File: src/rtl/rtc_hora_writer_pkg.sv
// Shared constants, FSM state type and time-validation helpers for the RTC hour writer.
package rtc_hora_writer_pkg;

  localparam int unsigned T_STB_DEF = 4;
  localparam int unsigned T_GAP_DEF = 2;
  localparam int unsigned CNT_W     = 5;
  localparam int unsigned GAP_W     = 4;
  localparam int unsigned IDX_W     = 2;

  localparam logic [7:0] ADDR_SEC  = 8'h21;
  localparam logic [7:0] ADDR_MIN  = 8'h22;
  localparam logic [7:0] ADDR_HOUR = 8'h23;
  localparam logic [7:0] ADDR_XFER = 8'hF1;
  localparam logic [7:0] XFER_CMD  = 8'h00;

  typedef enum logic [2:0] {
    IDLE, CAPTURE, SETUP, STROBE, HOLD, GAP, FINISH
  } state_e;

  typedef struct packed {
    logic [7:0] hc;
    logic [7:0] mc;
    logic [7:0] sc;
    logic       ampm;
    logic       fmt;
  } snap_t;

  // Minutes/seconds: low nibble is a decimal digit and value at most 59.
  function automatic logic ms_ok(input logic [7:0] v);
    return (v[3:0] <= 4'd9) && (v <= 8'h59);
  endfunction

  function automatic logic time_ok(input snap_t s);
    logic hr_ok;
    if (s.fmt) hr_ok = (s.hc >= 8'h01) && (s.hc <= 8'h12);
    else       hr_ok = (s.hc <= 8'h23);
    return ms_ok(s.mc) && ms_ok(s.sc) && hr_ok;
  endfunction

  // 12-hour mode sets bit7 and carries the PM flag in bit5.
  function automatic logic [7:0] hour_byte(input snap_t s);
    if (s.fmt) return {1'b1, 1'b0, s.ampm, s.hc[4:0]};
    else       return {2'b00, s.hc[5:0]};
  endfunction

endpackage

File: src/rtl/rtc_hora_writer_bus_phase.sv
// One bus phase: a setup cycle, T_STB cycles of WR_n low, then a hold cycle.
module rtc_bus_phase
  import rtc_hora_writer_pkg::*;
#(
  parameter int unsigned T_STB = T_STB_DEF
) (
  input  logic       clk,
  input  logic       reset,
  input  logic       start_i,
  input  logic [7:0] byte_i,
  output logic [7:0] data_o,
  output logic       wr_n_o,
  output logic       hold_o,
  output logic       strobe_last_c
);

  localparam logic [CNT_W-1:0] STB_LAST = CNT_W'(T_STB);
  localparam logic [CNT_W-1:0] HOLD_CNT = CNT_W'(T_STB + 1);

  logic             active_q, active_d;
  logic [CNT_W-1:0] cnt_q, cnt_d;
  logic [7:0]       data_q, data_d;
  logic             wr_n_q, wr_n_d;
  logic             hold_q, hold_d;

  // Count 0 is setup, 1..T_STB strobe, T_STB+1 hold; a new start wins over hold.
  always_comb begin
    active_d = active_q;
    cnt_d    = cnt_q;
    data_d   = data_q;
    if (start_i) begin
      active_d = 1'b1;
      cnt_d    = '0;
      data_d   = byte_i;
    end else if (active_q) begin
      if (cnt_q == HOLD_CNT) begin
        active_d = 1'b0;
        cnt_d    = '0;
      end else begin
        cnt_d = cnt_q + CNT_W'(1);
      end
    end
    wr_n_d        = ~(active_d && (cnt_d != '0) && (cnt_d <= STB_LAST));
    hold_d        = active_d && (cnt_d == HOLD_CNT);
    strobe_last_c = active_q && (cnt_q == STB_LAST);
  end

  always_ff @(posedge clk) begin
    if (reset) begin
      active_q <= 1'b0;
      cnt_q    <= '0;
      data_q   <= 8'h00;
      wr_n_q   <= 1'b1;
      hold_q   <= 1'b0;
    end else begin
      active_q <= active_d;
      cnt_q    <= cnt_d;
      data_q   <= data_d;
      wr_n_q   <= wr_n_d;
      hold_q   <= hold_d;
    end
  end

  assign data_o = data_q;
  assign wr_n_o = wr_n_q;
  assign hold_o = hold_q;

endmodule

File: src/rtl/rtc_hora_writer.sv
// Commits an edited time (sec, min, hour, transfer command) to the RTC over its muxed bus.
module rtc_hora_writer
  import rtc_hora_writer_pkg::*;
#(
  parameter int unsigned T_STB = T_STB_DEF,
  parameter int unsigned T_GAP = T_GAP_DEF
) (
  input  logic       clk,
  input  logic       reset,
  input  logic [7:0] HC,
  input  logic [7:0] MC,
  input  logic [7:0] SC,
  input  logic       AmPm,
  input  logic       format,
  input  logic       wr_start,
  output logic [7:0] AD_out,
  output logic       ad_oe,
  output logic       CS_n,
  output logic       WR_n,
  output logic       RD_n,
  output logic       AD_sel,
  output logic       busy,
  output logic       done,
  output logic       err
);

  localparam logic [GAP_W-1:0] GAP_LAST = GAP_W'(T_GAP - 1);
  localparam logic [IDX_W-1:0] IDX_LAST = IDX_W'(3);

  state_e           state_q, state_d;
  snap_t            snap_q, snap_d;
  logic             phase_q, phase_d;
  logic [IDX_W-1:0] idx_q, idx_d;
  logic [GAP_W-1:0] gap_q, gap_d;
  logic             wr_prev_q, wr_prev_d;
  logic             cs_n_q, cs_n_d;
  logic             ad_oe_q, ad_oe_d;
  logic             ad_sel_q, ad_sel_d;
  logic             busy_q, busy_d;
  logic             done_q, done_d;
  logic             err_q, err_d;

  logic             wr_rise_c, snap_ok_c, bus_c, phase_start_c, strobe_last_c, hold_w;
  logic [7:0]       addr_c, data_c, phase_byte_c;

  always_comb begin
    state_d   = state_q;
    snap_d    = snap_q;
    phase_d   = phase_q;
    idx_d     = idx_q;
    gap_d     = gap_q;
    wr_prev_d = wr_start;
    wr_rise_c = wr_start & ~wr_prev_q;
    snap_ok_c = time_ok(snap_q);

    unique case (state_q)
      IDLE: begin
        if (wr_rise_c) begin
          state_d = CAPTURE;
          snap_d  = '{hc: HC, mc: MC, sc: SC, ampm: AmPm, fmt: format};
        end
      end
      CAPTURE: begin
        if (snap_ok_c) begin
          state_d = SETUP;
          phase_d = 1'b0;
          idx_d   = '0;
        end else begin
          state_d = IDLE;
        end
      end
      SETUP:  state_d = STROBE;
      STROBE: if (strobe_last_c) state_d = HOLD;
      HOLD: begin
        if (hold_w) begin
          if (!phase_q) begin
            state_d = SETUP;
            phase_d = 1'b1;
          end else begin
            state_d = GAP;
            gap_d   = '0;
          end
        end
      end
      GAP: begin
        if (gap_q == GAP_LAST) begin
          if (idx_q == IDX_LAST) begin
            state_d = FINISH;
          end else begin
            state_d = SETUP;
            idx_d   = idx_q + IDX_W'(1);
            phase_d = 1'b0;
          end
        end else begin
          gap_d = gap_q + GAP_W'(1);
        end
      end
      FINISH:  state_d = IDLE;
      default: state_d = IDLE;
    endcase

    // Outputs decode the next state so the registered pins line up with the state.
    bus_c         = (state_d == SETUP) || (state_d == STROBE) || (state_d == HOLD);
    cs_n_d        = ~bus_c;
    ad_oe_d       = bus_c;
    ad_sel_d      = bus_c & phase_d;
    busy_d        = bus_c || (state_d == CAPTURE) || (state_d == GAP);
    done_d        = (state_d == FINISH);
    err_d         = (state_q == CAPTURE) && !snap_ok_c;
    phase_start_c = (state_d == SETUP);

    unique case (idx_d)
      2'd0: begin addr_c = ADDR_SEC;  data_c = snap_q.sc;         end
      2'd1: begin addr_c = ADDR_MIN;  data_c = snap_q.mc;         end
      2'd2: begin addr_c = ADDR_HOUR; data_c = hour_byte(snap_q); end
      default: begin addr_c = ADDR_XFER; data_c = XFER_CMD; end
    endcase
    phase_byte_c = phase_d ? data_c : addr_c;
  end

  always_ff @(posedge clk) begin
    if (reset) begin
      state_q   <= IDLE;
      snap_q    <= '0;
      phase_q   <= 1'b0;
      idx_q     <= '0;
      gap_q     <= '0;
      wr_prev_q <= 1'b1;
      cs_n_q    <= 1'b1;
      ad_oe_q   <= 1'b0;
      ad_sel_q  <= 1'b0;
      busy_q    <= 1'b0;
      done_q    <= 1'b0;
      err_q     <= 1'b0;
    end else begin
      state_q   <= state_d;
      snap_q    <= snap_d;
      phase_q   <= phase_d;
      idx_q     <= idx_d;
      gap_q     <= gap_d;
      wr_prev_q <= wr_prev_d;
      cs_n_q    <= cs_n_d;
      ad_oe_q   <= ad_oe_d;
      ad_sel_q  <= ad_sel_d;
      busy_q    <= busy_d;
      done_q    <= done_d;
      err_q     <= err_d;
    end
  end

  rtc_bus_phase #(.T_STB(T_STB)) u_phase (
    .clk           (clk),
    .reset         (reset),
    .start_i       (phase_start_c),
    .byte_i        (phase_byte_c),
    .data_o        (AD_out),
    .wr_n_o        (WR_n),
    .hold_o        (hold_w),
    .strobe_last_c (strobe_last_c)
  );

  assign CS_n   = cs_n_q;
  assign ad_oe  = ad_oe_q;
  assign AD_sel = ad_sel_q;
  assign busy   = busy_q;
  assign done   = done_q;
  assign err    = err_q;
  assign RD_n   = 1'b1;

endmodule
File: config.mk
export PLATFORM = sky130hd
export DESIGN_NAME = rtc_hora_writer
export DESIGN_NICKNAME = d
export VERILOG_FILES = /design/src/rtl/rtc_hora_writer_pkg.sv /design/src/rtl/rtc_hora_writer_bus_phase.sv /design/src/rtl/rtc_hora_writer.sv
export SDC_FILE = /design/constraint.sdc
export NUM_CORES = 1
export LEC_CHECK = 0
export ABC_AREA = 1
export CAP_MARGIN = 20
export CORE_MARGIN = 8
export CORE_UTILIZATION = 48
export DETAILED_ROUTE_END_ITERATION = 10
export HOLD_SLACK_MARGIN = 0.08
export PLACE_DENSITY = 0.75
export RECOVER_POWER = 50
export SLEW_MARGIN = 25
export SYNTH_ARGS = -nofsm -noshare
export SYNTH_HDL_FRONTEND = slang
export SYNTH_HIERARCHICAL = 1
export SYNTH_SLANG_ARGS = --single-unit
File: constraint.sdc
create_clock -name clk -period 2 [get_ports clk]
set_input_delay 0.3 -clock clk [delete_from_list [all_inputs] [get_ports clk]]
set_output_delay 0.3 -clock clk [all_outputs]
set_load 0.03 [all_outputs]
After elaboration in Yosys (flattened, before gate mapping):

Index checks and enable logic that the tools add are counted.

* order comparisons: 8
* muxes and demuxes: 32
* reduce and logical (&&, ||, !) cells: 21
* bitwise logic cells: 5
* equality and inequality tests: 21
* add/subtract/negate cells: 3

Operator list (number)
* 8-bit case mux with 3 select lines: 2
* 3-bit two-way mux: 6
* 3-bit case mux with 6 select lines: 1
* 8-bit by 7-bit less-or-equal comparator with 1-bit output, second input constant: 2
* 8-bit two-way mux: 2
* 3-bit equality test, second input constant: 5
* 5-bit by 3-bit equality test with 1-bit output, second input constant: 3
* 5-bit two-way mux: 3
* 3-bit by 2-bit equality test with 1-bit output, second input constant: 4
* 4-bit two-way mux: 3
* 1-bit logical AND: 10
* 8-bit by 1-bit greater-or-equal comparator with 1-bit output, second input constant: 1
* 4-bit less-or-equal comparator, second input constant: 2
* 8-bit by 5-bit less-or-equal comparator with 1-bit output, second input constant: 1
* 8-bit by 6-bit less-or-equal comparator with 1-bit output, second input constant: 1
* 1-bit two-way mux: 8
* 2-bit two-way mux: 4
* 4-bit case mux with 2 select lines: 1
* 3-bit by 1-bit equality test with 1-bit output, second input constant: 2
* 5-bit by 1-bit adder with 5-bit output, second input constant: 1
* 5-bit by 3-bit less-or-equal comparator with 1-bit output, second input constant: 1
* 5-bit nonzero test: 1
* 4-bit by 1-bit adder with 4-bit output, second input constant: 1
* 2-bit equality test, second input constant: 2
* 16 further kinds: 23

* input bits: 29
* logic and storage cells: 111
* output and inout bits: 16
* bits in registers: 59

Longest topological paths before layout:

* depth in word-level cells: 12
* mapped depth: 21

Hierarchy:

Netlist, hierarchy kept.

Modules (own cells, without submodules)
* rtc_hora_writer: seq. area each 860.8 sq um, instances 1, area each 2144.6 sq um, cells an instance 320
* rtc_bus_phase: seq. area each 320.3 sq um, instances 1, area each 785.8 sq um, cells an instance 110

Worst setup path before layout:

OpenSTA, ideal clock, no wires.

* kind: register to register
* start point: register gap_q[0]
* end point: register u_phase.data_q[5], in the netlist u_phase/data_o[5]
* path buffers: 1
* library setup time: 116 ps
* slack: -27 ps
* stages on the path, launching flop included: 14
* arrival: 1911 ps
* period minus slack after synthesis: 2027 ps
* cell sequence: dfxtp_1 -> ha_1 -> nand2_1 -> nor2_1 -> nor2_2 -> o22ai_1 -> nand2_1 -> ha_1 -> clkbuf_1 -> a22o_1 -> o21ai_0 -> nand2_1 -> nor2_1 -> nor2_1

* word-level cells in the longest chain between the ends: 6

RTL lines
* start: declaration: RTL line rtc_hora_writer.sv:34 `logic [GAP_W-1:0] gap_q, gap_d;`
* start signal: assignment: RTL line rtc_hora_writer.sv:140 `gap_q <= gap_d;`
* 4-bit by 1-bit equality test with 1-bit output *: RTL line rtc_hora_writer.sv:86 `if (gap_q == GAP_LAST) begin`
* 2-bit two-way mux *: RTL line rtc_hora_writer.sv:86
* 2-bit case mux with 2 select lines *: RTL line rtc_hora_writer.sv:56 `unique case (state_q)`
* net idx_d[0]: RTL line rtc_hora_writer.sv:33 `logic [IDX_W-1:0] idx_q, idx_d;`
* 2-bit equality test, or another cell as far along: RTL line rtc_hora_writer.sv:112 `unique case (idx_d)`
* 8-bit case mux with 3 select lines *: RTL line rtc_hora_writer.sv:112
* 8-bit two-way mux *: RTL line rtc_hora_writer.sv:118 `phase_byte_c = phase_d ? data_c : addr_c;`
* net phase_byte_c[5]: RTL line rtc_hora_writer.sv:44 `logic [7:0] addr_c, data_c, phase_byte_c;`
* end signal: assignment: RTL line rtc_hora_writer_bus_phase.sv:58 `data_q <= data_d;`
* end: declaration: RTL line rtc_hora_writer_bus_phase.sv:22 `logic [7:0] data_q, data_d;`

Mark *: on every way through the listed nets, which the timed path passes. The rest lies on a longest branch.
A chain may end at the register's enable or synchronous reset.

Worst setup path in the final report:

* start point: register snap_q[4] in the netlist's numbering
* end point: register u_phase.data_q[0], in the netlist u_phase/data_o[0]

* word-level cells in the longest chain between the ends: 9

RTL lines
* start: declaration: RTL line rtc_hora_writer.sv:31 `snap_t snap_q, snap_d;`
* start signal: assignment: RTL line rtc_hora_writer.sv:137 `snap_q <= snap_d;`
* 8-bit by 7-bit less-or-equal comparator with 1-bit output or 4-bit less-or-equal comparator (tied branches): RTL line rtc_hora_writer_pkg.sv:30 `return (v[3:0] <= 4'd9) && (v <= 8'h59);`
* 1-bit logical AND *: RTL line rtc_hora_writer_pkg.sv:30
* 1-bit logical AND * (2 in a row): RTL line rtc_hora_writer_pkg.sv:37 `return ms_ok(s.mc) && ms_ok(s.sc) && hr_ok;`
* 2-bit two-way mux *: RTL line rtc_hora_writer.sv:64 `if (snap_ok_c) begin`
* 2-bit case mux with 2 select lines *: RTL line rtc_hora_writer.sv:56
* net idx_d[0]: RTL line rtc_hora_writer.sv:33
* 2-bit equality test, or another cell as far along: RTL line rtc_hora_writer.sv:112
* 8-bit case mux with 3 select lines: RTL line rtc_hora_writer.sv:112
* 8-bit two-way mux *: RTL line rtc_hora_writer.sv:118
* net phase_byte_c[0]: RTL line rtc_hora_writer.sv:44

Marks and branches as above.

==> flow_summary.ini <==
[clocking]
cts_max_level = 3
cts_buffer_depth = 2
holdBufCountCts = 0
cts_tree = built
cts_buffers = 9
cts_sinks = 59
worstSkewPairLatency_ns = 0.35
clk_root_buffer_cell = clkbuf_8
clk_pin_slew_ns = 0.06

[timing]
hold_viol_final = 0
worst_slack_ns = -0.118
period_share_pct = 106
fmax_mhz = 472
fin_skew_ns = 0.00813
fin_setup_tns_ns = -0.513
post-route-min-period_ns = 2.12
report.final.slew_viol_count = 0
setup_viol_count_final = 11
rsz0062_at_grt = yes

[worst_setup_path]
worstSetupPathType = reg -> reg
crit_buf_inv = 2
cp_cell_sequence = o21ai_2 -> nand2_1 -> nor2_2 -> nand2_2 -> nand2_2 -> nand2_2 -> nand2_2 -> nand2_4 -> ha_4 -> buf_6 -> nand2_1 -> nand3_1 -> nand2_1 -> inv_1 -> nand2_1 -> nand2_1 -> nor2_1 -> nor2_1
cp_top_family = simple AND/OR/NAND/NOR gates
cp_max_fo = 6
crit_required_ns = 2.23
cpPeakStageDelay_ns = 0.33
cp-end-kind = flop
crit_top_cell = nand2_1
start_kind = flop
critPathArrivalTime_ns = 2.35
crit_slowest_cell = dfxtp_2

[run_status]
status = complete, but fails checks
violations = setup timing

[synth]
ys_types = 28
synth_area_leader_cell = dfxtp_1
synth_ff_type = dfxtp_1
async_reset_ff_share_pct = 0
yosys.area.top_type_share_pct = 40.3
synth_edf_count = 0
synth-seq-cells = 59
synth.area.top_cells = dfxtp_1 (40%), nor2_1 (12%), nand2_1 (12%)
syn_inst = 430
syn_area_um2 = 2930
syn_avg_cell_area_um2 = 6.81
synth_nets = 468
yosysSeqAreaShare_pct = 40.3
yosys_warnings = 6

[pwr]
powerDensity_nw_per_um2 = 652
leakagePower_nw = 2.02
power_mw = 2.84
vdd_drop_max_mv = 0.447

[drt]
finalWirelength_mm = 8.56
via_per_inst = 5.10
drtAntennaViolNets = 0
wire_per_inst_um = 13.7
first_pass_iters = 5
num_vias = 3200
drt-initial-drc-count = 200
post-route-drc-count = 0

[global_routing]
overflow = 0
grt.total_usage_pct = 19.9
grt_pass1_wl_mm = 14.0
grt_max_degree = 27
grt_pass1_vias = 3246
antenna_found_initial = 0

[floorplan]
chipWidth_um = 94.1
rows = 28
ios = 45
coreArea_um2 = 5920
design.die.area_um2 = 8860
fp.dieH_um = 94.1
start_util_pct = 49.5

[cells_and_area]
postLayoutCoreUtil_pct = 73.6
diodes = 0
area_growth_pct = 48.8
nets = 585
layout-drive-gt1-share_pct = 32.1
stdcell_area_um2 = 4360

[run]
max-cap-violations = 0

[hold_path]
hold_class = reg -> reg

[place]
dp_slack_ns = -0.216
dp_hpwl_mm = 5.83
place_congestion = 0.903
post_dp_cell_area_um2 = 3860
io_buffers = 43
## synthesized netlist by cell type (2+ instances only)
library cell / count
nor2_1: 96
nand2_1: 92
dfxtp_1: 59
o21ai_0: 44
inv_1: 34
nand3_1: 22
a21oi_1: 14
ha_1: 9
nand2_2: 9
clkbuf_1: 7
nor2_2: 7
inv_2: 5
buf_6: 4
nand4_1: 4
nor2_4: 4
a22o_1: 3
buf_4: 2
nand3b_1: 2
nor3_1: 2
o21ai_2: 2
o22ai_1: 2
## kinds of logic after synthesis
group,Yosys count,share of synthesized area [%]
adders and majority gates,9,3.84
AOI/OAI and AO/OA,67,12.4
buffers and inverters,54,8.24
and+or+nand+nor,240,35.1
other,1,0.128
DFF,59,40.3
## through the flow
step | cells | hold slack (ns)
floorplan | 430 | 0.369
global placement | 597 | 0.488
detailed placement | 597 | 0.486
CTS | 625 | 0.503
global route | 627 | 0.528
finish | 627 | 0.511
## per-layer routing
metal | GRT usage (%) | vias to the layer above | wire (um)
met5 | 0 | - | 0
met4 | 14.1 | 0 | 386
met3 | 5.36 | 40 | 405
met2 | 34.7 | 108 | 4430
met1 | 20.1 | 1455 | 3340
li1 | - | 1597 | -
## sequential cells by signal, summed over array words and instances (netlist names), 2 cells and up
| signal | flops |
|---|---|
| snap_q | 26 |
| u_phase/data_o | 8 |
| u_phase/cnt_q | 5 |
| gap_q | 4 |
| state_q | 3 |
| idx_q | 2 |
## timing repair
item / in CTS / in global routing
pin swaps: 25 / 26
buffers inserted: 12 / 2
endpoints found under the setup margin: 12 / 17
endpoints found under the hold margin: 0 / 0
resized for setup: 36 / 40
## layout make-up
class / instances / area [um2]
Multi-Input combinational cell: 317 / 1700
Fill cell: 449 / 1560
Timing Repair Buffer: 121 / 1040
Sequential cell: 59 / 1200
Clock inverter: 2 / 10.0
Inverter: 39 / 151
Clock buffer: 14 / 163
Tap cell: 75 / 93.8
## placed cells by master (no fill, tap or decap), types with 3 or more instances in the layout
cell             instances
ha_1                     4
a21oi_2                  3
a22o_1                   3
dfxtp_1                 50
dfxtp_2                  7
nor2_2                  13
clkbuf_8                11
clkdlybuf4s50_1         42
buf_4                   74
inv_1                   29
a21oi_1                 12
inv_2                    8
nand3_1                 18
clkbuf_1                 3
nand2_2                 24
o21ai_2                  3
ha_4                     3
nor2_1                  86
nand4_1                  4
nor2_4                   8
nand2_1                 74
o21ai_0                 40
buf_6                    3
nand2_4                  4
nand3_2                  4
## power breakdown
part	total [mW]	switching, mW	internal, mW
Clock	0.958	0.444	0.514
Sequential	1.29	0.0443	1.24
Combinational	0.598	0.310	0.287
Total	2.84	0.799	2.04
## worst reg2reg max path, delay by kind of cell (launching register included)
kind                     cells  cell delay [ns]
AO/OA/AOI/OAI                1             0.14
buffers and inverters        2             0.15
adder cells (fa/ha/maj)      1             0.20
AND/OR/NAND/NOR             14             1.17
flip-flops                   1             0.33
## final timing paths
path                                        from                             end  slack, ns  depth (start not counted)
setup reg to reg          snap_q[4]$_SDFFE_PP0P_  u_phase/data_o[0]$_SDFFE_PP0P_      -0.12                         18
hold / removal    u_phase/data_o[6]$_SDFFE_PP0P_  u_phase/data_o[6]$_SDFFE_PP0P_       0.51                          2
hold reg to reg   u_phase/data_o[6]$_SDFFE_PP0P_  u_phase/data_o[6]$_SDFFE_PP0P_       0.51                          2
setup / recovery          snap_q[4]$_SDFFE_PP0P_  u_phase/data_o[0]$_SDFFE_PP0P_      -0.12                         18
Power figures use the tool's default switching activity.
